--- config.mk ---
export PLATFORM = sky130hd
export DESIGN_NAME = ucsbece154a_rf_wb
export DESIGN_NICKNAME = d
export VERILOG_FILES = /design/src/rtl/ucsbece154a_rf_wb.sv
export SDC_FILE = /design/constraint.sdc
export NUM_CORES = 1
export LEC_CHECK = 0
export CAP_MARGIN = 10
export CORE_MARGIN = 1
export CORE_UTILIZATION = 40
export DETAILED_ROUTE_END_ITERATION = 10
export GPL_ROUTABILITY_DRIVEN = 0
export GPL_TIMING_DRIVEN = 1
export HOLD_SLACK_MARGIN = 0.06
export PLACE_DENSITY_LB_ADDON = 0.1
export SLEW_MARGIN = 20
export SYNTH_ARGS = -nofsm -noshare
export SYNTH_HDL_FRONTEND = slang
export SYNTH_SLANG_ARGS = --single-unit
--- constraint.sdc ---
create_clock -name clk -period 2.04 [get_ports clk]
set_input_delay 0.204 -clock clk [delete_from_list [all_inputs] [get_ports clk]]
set_output_delay 0.204 -clock clk [all_outputs]
set_load 0.01 [all_outputs]
--- src/rtl/ucsbece154a_rf_wb.sv ---
// Register file write-side merge: ALU results take the write port first,
// buffered long-latency results drain from a FIFO, and a scoreboard tracks pending destinations.
module ucsbece154a_rf_wb #(
    parameter int DEPTH = 4,
    parameter int AW    = 2
) (
    input  logic          clk,
    input  logic          rstn_i,
    input  logic          alu_valid_i,
    input  logic [4:0]    alu_rd_i,
    input  logic [31:0]   alu_data_i,
    input  logic          lsu_valid_i,
    output logic          lsu_ready_o,
    input  logic [4:0]    lsu_rd_i,
    input  logic [31:0]   lsu_data_i,
    input  logic          issue_i,
    input  logic [4:0]    issue_rd_i,
    input  logic [4:0]    a1_i,
    input  logic [4:0]    a2_i,
    output logic          busy1_o,
    output logic          busy2_o,
    output logic          we3_o,
    output logic [4:0]    a3_o,
    output logic [31:0]   wd3_o,
    output logic [AW:0]   count_o
);

    localparam logic [AW:0] FULL = (AW+1)'(DEPTH);

    logic [4:0]    mem_rd_q   [DEPTH];
    logic [4:0]    mem_rd_d   [DEPTH];
    logic [31:0]   mem_data_q [DEPTH];
    logic [31:0]   mem_data_d [DEPTH];
    logic [AW-1:0] wr_ptr_q, wr_ptr_d;
    logic [AW-1:0] rd_ptr_q, rd_ptr_d;
    logic [AW:0]   count_q, count_d;
    logic [31:0]   busy_q, busy_d;
    logic          we3_q, we3_d;
    logic [4:0]    a3_q, a3_d;
    logic [31:0]   wd3_q, wd3_d;

    logic          push;
    logic          pop;
    logic [4:0]    head_rd;
    logic [31:0]   head_data;

    // LSU handshake: an entry transfers on the edge where lsu_valid_i && lsu_ready_o;
    // ready depends only on registered occupancy and is held low during reset.
    assign lsu_ready_o = rstn_i && (count_q != FULL);

    assign head_rd   = mem_rd_q[rd_ptr_q];
    assign head_data = mem_data_q[rd_ptr_q];
    assign push      = lsu_valid_i && lsu_ready_o;
    assign pop       = !alu_valid_i && (count_q != '0);

    always_comb begin
        mem_rd_d   = mem_rd_q;
        mem_data_d = mem_data_q;
        wr_ptr_d   = wr_ptr_q;
        rd_ptr_d   = rd_ptr_q;
        count_d    = count_q;
        if (push) begin
            mem_rd_d[wr_ptr_q]   = lsu_rd_i;
            mem_data_d[wr_ptr_q] = lsu_data_i;
            wr_ptr_d             = wr_ptr_q + AW'(1);
        end
        if (pop) begin
            rd_ptr_d = rd_ptr_q + AW'(1);
        end
        case ({push, pop})
            2'b10:   count_d = count_q + (AW+1)'(1);
            2'b01:   count_d = count_q - (AW+1)'(1);
            default: count_d = count_q;
        endcase
    end

    // ALU has strict priority; an idle port keeps the last address/data.
    always_comb begin
        we3_d = 1'b0;
        a3_d  = a3_q;
        wd3_d = wd3_q;
        if (alu_valid_i) begin
            we3_d = (alu_rd_i != 5'd0);
            a3_d  = alu_rd_i;
            wd3_d = alu_data_i;
        end else if (pop) begin
            we3_d = (head_rd != 5'd0);
            a3_d  = head_rd;
            wd3_d = head_data;
        end
    end

    // Clear is applied before set so a same-cycle issue keeps the register busy.
    always_comb begin
        busy_d = busy_q;
        if (pop) begin
            busy_d[head_rd] = 1'b0;
        end
        if (issue_i) begin
            busy_d[issue_rd_i] = 1'b1;
        end
        busy_d[0] = 1'b0;
    end

    always_ff @(posedge clk or negedge rstn_i) begin
        if (!rstn_i) begin
            for (int i = 0; i < DEPTH; i++) begin
                mem_rd_q[i]   <= '0;
                mem_data_q[i] <= '0;
            end
            wr_ptr_q <= '0;
            rd_ptr_q <= '0;
            count_q  <= '0;
            busy_q   <= '0;
            we3_q    <= 1'b0;
            a3_q     <= '0;
            wd3_q    <= '0;
        end else begin
            mem_rd_q   <= mem_rd_d;
            mem_data_q <= mem_data_d;
            wr_ptr_q   <= wr_ptr_d;
            rd_ptr_q   <= rd_ptr_d;
            count_q    <= count_d;
            busy_q     <= busy_d;
            we3_q      <= we3_d;
            a3_q       <= a3_d;
            wd3_q      <= wd3_d;
        end
    end

    assign busy1_o = busy_q[a1_i];
    assign busy2_o = busy_q[a2_i];
    assign we3_o   = we3_q;
    assign a3_o    = a3_q;
    assign wd3_o   = wd3_q;
    assign count_o = count_q;

endmodule
; Yosys cells after proc, flatten, opt, wreduce, memory -nomap -nowiden
; Cells that the tools add are included.
[classes]
n_addsub = 4
n_lt_le_gt_ge = 9
n_eq_ne = 3
mux = 29
n_bitwise = 5
n_reduce_logical = 12
[ops]
columns = cell, count
row1 = $mux 32, 7
row2 = $bwmux 128, 1
row3 = $bmux 32 s2, 1
row4 = $demux 32 s2, 1
row5 = $and 32x32->32, 1
row6 = $not 32->32, 1
row7 = $or 32x32->32, 1
row8 = $mux 5, 5
row9 = $lt 5x6->1 const B, 4
row10 = $bwmux 20, 1
row11 = $bmux 1 s5, 2
row12 = $bmux 5 s2, 1
row13 = $demux 1 s5, 2
row14 = $demux 5 s2, 1
row15 = $ge 5x1->1 const B, 2
row16 = $reduce_bool 5->1, 2
row17 = $ge 3x3->1 const B, 2
row18 = $logic_and 1x1->1, 6
row19 = $mux 1, 6
row20 = $not 2->3, 2
row21 = $pmux 3 s2, 1
row22 = $add 2x1->2 const B, 2
row23 = $reduce_bool 2->1, 2
row24 = $add 3x1->3 const B, 1
row25 = other kinds (7), 7
[word_totals]
ff_bits = 224
in_bits = 94

; Longest topological paths before layout
; Gate-level depths: netlist (run 1).
[logic_depth]
depth_word = 13
depth_mapped = 10
depth_no_buf = 9

; Worst setup path before layout (run 1)
; Ideal clock, no wire load.
[synth_timing]
kind = flip-flop to flip-flop
startpoint = reg count_q[0] (netlist: count_o[0])
endpoint = reg count_q[2] (netlist: count_o[2])
setup_ps = 80
arrival_time_ps = 1997
t_required_ps = 1960
path_slack_ps = -37
stages_incl_launch_ff = 9
path_buffers = 0
synth_period_minus_slack_ps = 2077
path_cell_list = dfrtp_1 nor3_1 nor2_1 ha_1 inv_1 fa_1 xor2_1 nor2_1 xnor2_1
[synth_between]
elab_chain_cells = 5
[synth_lines]
columns = element, line
row1 = start: declaration, 36  ; logic [AW:0] count_q, count_d;
row2 = start signal: assignment, 123  ; count_q <= count_d;
row3 = $ne 3x3->1, 49  ; assign lsu_ready_o = rstn_i && (count_q != FULL);
row4 = $logic_and 1x1->1, 49
row5 = $logic_and 1x1->1, 53  ; assign push = lsu_valid_i && lsu_ready_o;
row6 = $eq 2x1->1 or $eq 2x2->1 (tied branches), 70  ; case ({push, pop})
row7 = $pmux 3 s2 or $reduce_bool 2->1 (tied branches), --
; Parallel ways exist; a longest one is shown, timed or not.
; A chain may end at the register's enable or synchronous reset.

; Final worst setup path (run 1)
[layout_timing]
startpoint = reg busy_q[21]
endpoint = out busy1_o
[layout_between]
elab_chain_cells = 2
[layout_lines]
columns = element, line
row1 = start: declaration, 37  ; logic [31:0] busy_q, busy_d;
row2 = start signal: assignment, 124  ; busy_q <= busy_d;
row3 = $bmux 1 s5, 131  ; assign busy1_o = busy_q[a1_i];
row4 = $mux 1 (not written as such), 131
row5 = end: declaration, 20  ; output logic busy1_o,
; Every way passes these cells. The select of a mux whose other input is x is not followed.

==> flow_metrics.py, run 1 <==
metrics = {
    "status": {
        "outcome": "complete, but fails checks",
        "violations": "setup timing",
    },
    "routing": {
        "wl_met3_mm": 1.29,
        "met1Wirelength_mm": 10.7,
        "viasPerCell": 5.39,
        "drt.antenna.violating_nets": 0,
        "top_layer": "met4",
        "drc": 0,
        "route.met2.wl_mm": 13.2,
        "vias": 6933,
        "first_iter_violations": 355,
        "wirelength_mm": 25.7,
        "avgRoutedWirePerCell_um": 20.0,
        "drtPass1Iterations": 5,
    },
    "final_layout": {
        "drive_gt1_frac": 0.370,
        "ff_latch_area_um2": 5610,
        "fin_area_um2": 13600,
        "syn_to_final_growth_pct": 31.1,
        "fin_nets": 1037,
        "n_fill_cell": 2150,
        "diodes": 0,
        "multi_input_area_um2": 4670,
    },
    "sta": {
        "setup_viol": 14,
        "max_slew_margin": 0.380,
        "tightest_slew_ps": 930,
        "maxSlewViolCount": 0,
        "worst_clock_skew_ps": 20.0,
        "finalCriticalPeriod_ps": 2440,
        "max_clock_freq_mhz": 409,
        "holdWs_ps": 268,
        "hold_viol_final": 0,
        "rsz0062_at_grt": "yes",
        "finalCritPeriodShare": 1.20,
        "worst_slack_ps": -404,
        "tns_ps": -1020,
    },
    "hold_path": {
        "hold_path_class": "input pin to flop",
        "hold_end": "we3_o$_DFF_PN0_",
        "min_path_cells": 4,
        "hold_start": "alu_valid_i",
    },
    "global_route": {
        "track_usage": 0.201,
        "antenna_found_initial": 0,
        "grt_start_max_net_pins": 177,
        "overflow": 0,
        "grt_pass1_wl_mm": 41.4,
        "grt_pass1_vias": 7568,
    },
    "critical_path": {
        "path_cells": "mux4_2 > and4b_1 > or4_1 > buf_2",
        "crit_arrival_ps": 2240,
        "reg2reg_depth": 4,
        "rrSetupSlack_ps": -40,
        "path_buf_inv": 1,
        "rr_endpoint": "busy_q[25]$_DFF_PN0_",
        "critPathLaunch": "busy_q[21]$_DFF_PN0_",
        "critPathTopFamily": "simple AND/OR/NAND/NOR gates",
        "start_kind": "flop",
        "reg2reg_from": "rd_ptr_q[0]$_DFFE_PN0N_",
        "path_class": "flop to output pin",
        "slowest_delay_ps": 490,
        "worstPathRequired_ps": 1840,
        "crit_fanout": 3,
        "cp_slowest_cell": "or4_1",
        "endpoint_kind": "output pin",
    },
    "clock_network": {
        "cts_made_buffers": 25,
        "cts_sinks": 224,
        "htreeDepth": 1,
        "clk_latency_ps": 520,
        "cts_tree": "done",
        "cts_root_buf": "clkbuf_16",
        "cts.clk_slew.worst_paths_ps": 70,
        "cts_buffer_depth": 3,
    },
    "placement": {
        "io_buffer_count": 137,
        "place.detailed.hpwl_mm": 17.0,
        "post_dp_cell_area_um2": 12400,
    },
    "synthesis": {
        "syn_area_per_cell_um2": 13.7,
        "syn-num-nets": 857,
        "ys_ff_latch": 224,
        "netlist_area_um2": 10300,
        "syn_inst": 757,
        "yosysSeqAreaShare": 0.542,
        "ys.warnings.count": 0,
        "synthArstFlopShare": 1.00,
        "synth_flop_cell": "dfrtp_1",
        "synth_edf_count": 0,
        "ys_types": 41,
    },
    "floorplan": {
        "fp.dieW_um": 163,
        "initial_core_util": 0.410,
        "num_io_pins": 138,
        "dieArea_um2": 26500,
        "core_um2": 25300,
        "die-height_um": 163,
        "row_count": 58,
    },
    "pwr": {
        "vdd_drop_max_mv": 1.02,
        "power_density_nw_per_um2": 1560,
        "cellLeakagePower_nw": 5.80,
        "power.total_mw": 21.1,
    },
    "run": {
        "cap_violations": 0,
    },
}
[cells in the mapped netlist (all sizes together) (3+ instances only)]
cell,instances,area [um^2]
clkbuf,15,56.3
inv,14,52.6
a222oi,5,50.1
nand2,105,394
nor2,6,22.5
or4,4,33.8
nand3b,5,37.5
nor2b,4,25.0
dfrtp,224,5610
mux4,51,1150
or3b,3,26.3
xnor2,4,35.0
mux2,150,1690
nand4,4,25.0
mux2i,33,330
nor3b,4,30.0
nand3,3,15.0
buf,27,138
ha,5,62.6
o21ai,65,325
[routing by layer]
metal	GRT usage	up-vias
li1	-	3138
met1	0.258	3582
met2	0.351	180
met3	0.0311	33
met4	0.0518	0
met5	0	-
[state kept, by name, summed over array words and instances, names as in the netlist]
| signal | cells |
|---|---|
| mem_data_q | 128 |
| we3_o | 1 |
| count_o | 3 |
| a3_o | 5 |
| wd3_o | 32 |
| busy_q | 31 |
| rd_ptr_q | 2 |
| mem_rd_q | 20 |
| wr_ptr_q | 2 |
[final cells by class]
cell class              count  area share
multi-input cells         477       0.344
inverters                  14     0.00387
well taps                 330      0.0304
clock inverters            11      0.0101
flip-flops and latches    224       0.414
repair buffers            195       0.144
clock buffers              35      0.0541
[where the power goes]
| part | switching [mW] | total [mW] | internal (mW) |
|---|---|---|---|
| clock network | 1.80 | 4.68 | 2.88 |
| registers | 1.29 | 7.99 | 6.69 |
| logic | 3.49 | 8.45 | 4.96 |
| total | 6.59 | 21.1 | 14.5 |
[how the worst max path moves through the flow]
stage,endpoint,slack (ps),cells past startpoint
after floorplan,count_o[2]$_DFFE_PN0P_,20,9
after global placement,busy2_o,-760,6
after detailed placement,busy1_o,-850,6
after CTS,busy1_o,-410,4
after global routing,busy1_o,-480,5
final,busy1_o,-400,4
[cell families (layout without fill, tap and decap cells)]
family	Yosys count	count (layout)	share of synthesized area
simple gates	154	154	0.0728
xor+xnor	6	6	0.00508
compound gates	77	77	0.0422
buf+inv	56	255	0.0238
mux	234	234	0.306
flops	224	224	0.542
fa+ha+maj	6	6	0.00798
[worst min-delay path: stages]
cell and delay (ps):
buf_2 170, buf_4 210, o21ai_0 100, nand2_1 50
[cells in the final DEF, fill, tap and decap left out, types with 3 or more instances in the layout]
| master | n |
|---|---|
| o21ai_0 | 32 |
| ha_1 | 4 |
| clkbuf_1 | 3 |
| buf_12 | 9 |
| nor3b_1 | 4 |
| or4_1 | 3 |
| dlygate4sd2_1 | 3 |
| clkinv_2 | 6 |
| nand2_2 | 4 |
| buf_4 | 43 |
| nor2_1 | 5 |
| nand2_1 | 101 |
| nand4_1 | 4 |
| dfrtp_2 | 4 |
| bufinv_16 | 3 |
| o21ai_2 | 23 |
| buf_6 | 3 |
| mux2_2 | 150 |
| buf_2 | 3 |
| clkdlybuf4s50_1 | 130 |
| inv_1 | 14 |
| dfrtp_1 | 219 |
| xnor2_1 | 4 |
| o21ai_1 | 10 |
| or3b_4 | 3 |
| a222oi_1 | 5 |
| nor2b_1 | 4 |
| mux2i_1 | 33 |
| clkbuf_8 | 7 |
| mux4_2 | 51 |
| nand3b_1 | 5 |
| clkbuf_16 | 25 |
[metrics by stage]
stage | std cells | util | setup slack (ps)
global placement | 1228 | 0.492 | -761
detailed placement | 1228 | 0.492 | -853
finish | 1286 | 0.537 | -404
floorplan | 757 | - | 19.8
global route | 1286 | 0.537 | -476
CTS | 1283 | 0.532 | -412
[repair_timing]
item	in CTS	in global routing
hold buffers	1	0
setup endpoints to repair	29	34
cloned	0	0
gates resized for setup	43	33
hold endpoints to repair	224	0
pin swaps	22	19
buffers inserted	8	5
Note: power is estimated with default switching activity, not from simulation.
==> inputs of run 2 (changes only) <==
ABC_AREA = 1   (was not set)
==> run 2 against run 1 <==
Against the previous run:
- the run now ends clean
- register-to-register slack better by 200 ps
- via count up 39%
- highest routed layer unchanged
- hold slack worse by 26 ps
- first-iteration DRC count up 77%
- worst setup slack better by 510 ps
- sequential power down 2.9%
- largest power group unchanged
- synthesized cell count up 84%
- clock-buffer cell count up 7
- power down 4.1%
- flip-flop and latch count unchanged
- clock skew down 3.2 ps
==> flow_metrics.py, run 2 <==
metrics = {
    "sta": {
        "finalCritPeriodShare": 0.946,
        "max_slew_margin": 0.511,
        "max_clock_freq_mhz": 518,
        "finalCriticalPeriod_ps": 1930,
        "tns_ps": 0,
        "tightest_slew_ps": 733,
        "rsz0062_at_grt": "no",
        "worst_clock_skew_ps": 16.8,
        "hold_viol_final": 0,
        "setup_viol": 0,
        "maxSlewViolCount": 0,
        "worst_slack_ps": 109,
    },
    "floorplan": {
        "fp.dieW_um": 167,
        "initial_core_util": 0.408,
        "dieArea_um2": 28100,
        "core_um2": 26900,
        "num_io_pins": 138,
        "die-height_um": 167,
        "row_count": 60,
    },
    "synthesis": {
        "netlist_area_um2": 11000,
        "synth_top_cells_by_area": "dfrtp_1 51%, nand2_1 16%, o21ai_0 9.3%",
        "syn_inst": 1395,
        "syn-num-nets": 1495,
        "synth.most_common_cell": "nand2_1",
        "yosysSeqAreaShare": 0.512,
        "yosysTopAreaCell": "dfrtp_1",
        "synth.top_cells.by_count": "455 x nand2_1, 224 x dfrtp_1, 203 x o21ai_0",
        "synthArstFlopShare": 1.00,
        "synth_top_area_frac": 0.512,
        "synth_edf_count": 0,
        "ys_ff_latch": 224,
        "ys.warnings.count": 0,
        "syn_area_per_cell_um2": 7.85,
        "synth_flop_cell": "dfrtp_1",
        "ys_types": 30,
    },
    "critical_path": {
        "reg2reg_depth": 10,
        "critPathLaunch": "count_o[1]$_DFFE_PN0P_",
        "worstPathRequired_ps": 1840,
        "reg2reg_from": "count_o[2]$_DFFE_PN0P_",
        "start_kind": "flop",
        "crit_fanout": 4,
        "rrSetupSlack_ps": 160,
        "crit_arrival_ps": 1730,
        "endpoint_kind": "output pin",
        "path_class": "flop to output pin",
    },
    "final_layout": {
        "n_fill_cell": 2638,
        "syn_to_final_growth_pct": 24.6,
        "largest_reg_flops": 128,
        "multi_input_area_um2": 4570,
        "layout_common_cells": "455 x nand2_1, 220 x dfrtp_1, 202 x o21ai_0",
        "fin_nets": 1622,
        "drive_gt1_frac": 0.0786,
        "final_common_cell": "nand2_1",
        "ff_latch_area_um2": 5610,
        "fin_cells": 1880,
        "top_register": "mem_data_q",
        "diodes": 0,
    },
    "hold_path": {
        "hold_path_class": "input pin to flop",
        "min_path_cells": 3,
        "hold_start": "alu_data_i[26]",
    },
    "global_route": {
        "track_usage": 0.227,
        "grt_pass1_wl_mm": 51.4,
        "antenna_found_initial": 1,
        "overflow": 0,
        "grt_pass1_vias": 9568,
        "grt_start_max_net_pins": 124,
    },
    "routing": {
        "viasPerCell": 5.14,
        "drt.antenna.violating_nets": 0,
        "drtPass1Iterations": 5,
        "wirelength_mm": 31.2,
        "first_iter_violations": 627,
        "drc": 0,
        "avgRoutedWirePerCell_um": 16.6,
        "vias": 9668,
    },
    "status": {
        "outcome": "finished clean",
    },
    "clock_network": {
        "cts.clk_slew.worst_paths_ps": 60,
        "cts_tree": "done",
        "clk_latency_ps": 530,
        "htreeDepth": 1,
        "cts_sinks": 224,
        "cts_made_buffers": 26,
        "cts_buffer_depth": 3,
        "cts_root_buf": "clkbuf_16",
    },
    "placement": {
        "place_ws_ps": -149,
        "io_buffer_count": 137,
        "dp.cells": 1827,
        "place.detailed.hpwl_mm": 19.6,
    },
    "pwr": {
        "power_density_nw_per_um2": 1480,
        "vdd_drop_max_mv": 0.579,
        "cellLeakagePower_nw": 6.36,
        "power.total_mw": 20.3,
    },
    "run": {
        "cap_violations": 0,
    },
}
## run 2: changes by cell type after synthesis, sizes merged, moves of 32 or more
cell	previous run	this run
mux2	150	0
a21oi	0	68
mux4	51	0
nand2	105	468
o21ai	65	246
a31oi	0	32
mux2i	33	0
inv	14	102
nand3	3	96
nor2	6	46
## run 2: per-stage QoR
step	hold WS, ps	utilization	area, um^2
3_5_place_dp	11.1	0.475	12800
2_1_floorplan	-91.6	-	11000
4_1_cts	226	0.508	13600
6_report	242	0.508	13700
3_3_place_gp	11.3	0.475	12800
5_1_grt	252	0.508	13700
## run 2: worst max-delay path, stage by stage, from the launching register on
cell             delay [ps]
dfrtp_2                 400
nor2_4                   70
a21boi_4                170
clkdlybuf4s50_1         560
## run 2: metal layers
metal  global-route usage  wire length (um)  up-vias  part of all wire
met4               0.0495               605        0             0.019
met2                0.379             14600      228              0.47
li1                     -                 -     4796                 -
met3               0.0286              1400       44             0.045
met5                    0                 0        -                 0
met1                0.316             14600     4600              0.47
## run 2: worst paths after layout
path	end
max in group asynchronous	rd_ptr_q[0]$_DFFE_PN0N_
worst max register to register	count_o[2]$_DFFE_PN0P_
min in group asynchronous	a3_o[4]$_DFFE_PN0P_
worst min register to register	busy_q[6]$_DFF_PN0_
worst max-delay path	lsu_ready_o
worst min-delay path	wd3_o[26]$_DFFE_PN0P_
## run 2: power breakdown
| group | switching, mW | internal (mW) | leakage, nW |
|---|---|---|---|
| logic | 4.91 | 3.07 | 3.22 |
| registers | 1.14 | 6.62 | 2.74 |
| clock network | 1.80 | 2.72 | 0.402 |
## run 2: cell families (layout without fill, tap and decap cells)
logic type,after synthesis,in the layout,share of synthesized area
DFF,224,224,0.512
and+or+nand+nor,623,623,0.237
AOI/OAI and AO/OA,351,351,0.166
adders and majority gates,6,6,0.00754
buffers and inverters,187,331,0.0740
xor gates and xnor gates,4,4,0.00320
## run 2: what timing repair did
item,4_1_cts,5_1_grt
hold buffers,3,0
resized for setup,3,5
pin swaps,0,0
setup buffers,4,1
setup endpoints to repair,2,2
endpoints found under the hold margin,224,0
## run 2: final cells by class
| type | instances | share of cell area |
|---|---|---|
| Timing Repair Buffer | 183 | 0.134 |
| Sequential cell | 224 | 0.411 |
| Inverter | 103 | 0.0283 |
| Clock inverter | 3 | 0.00293 |
| Multi-Input combinational cell | 984 | 0.335 |
| Tap cell | 341 | 0.0312 |
| Clock buffer | 42 | 0.0573 |
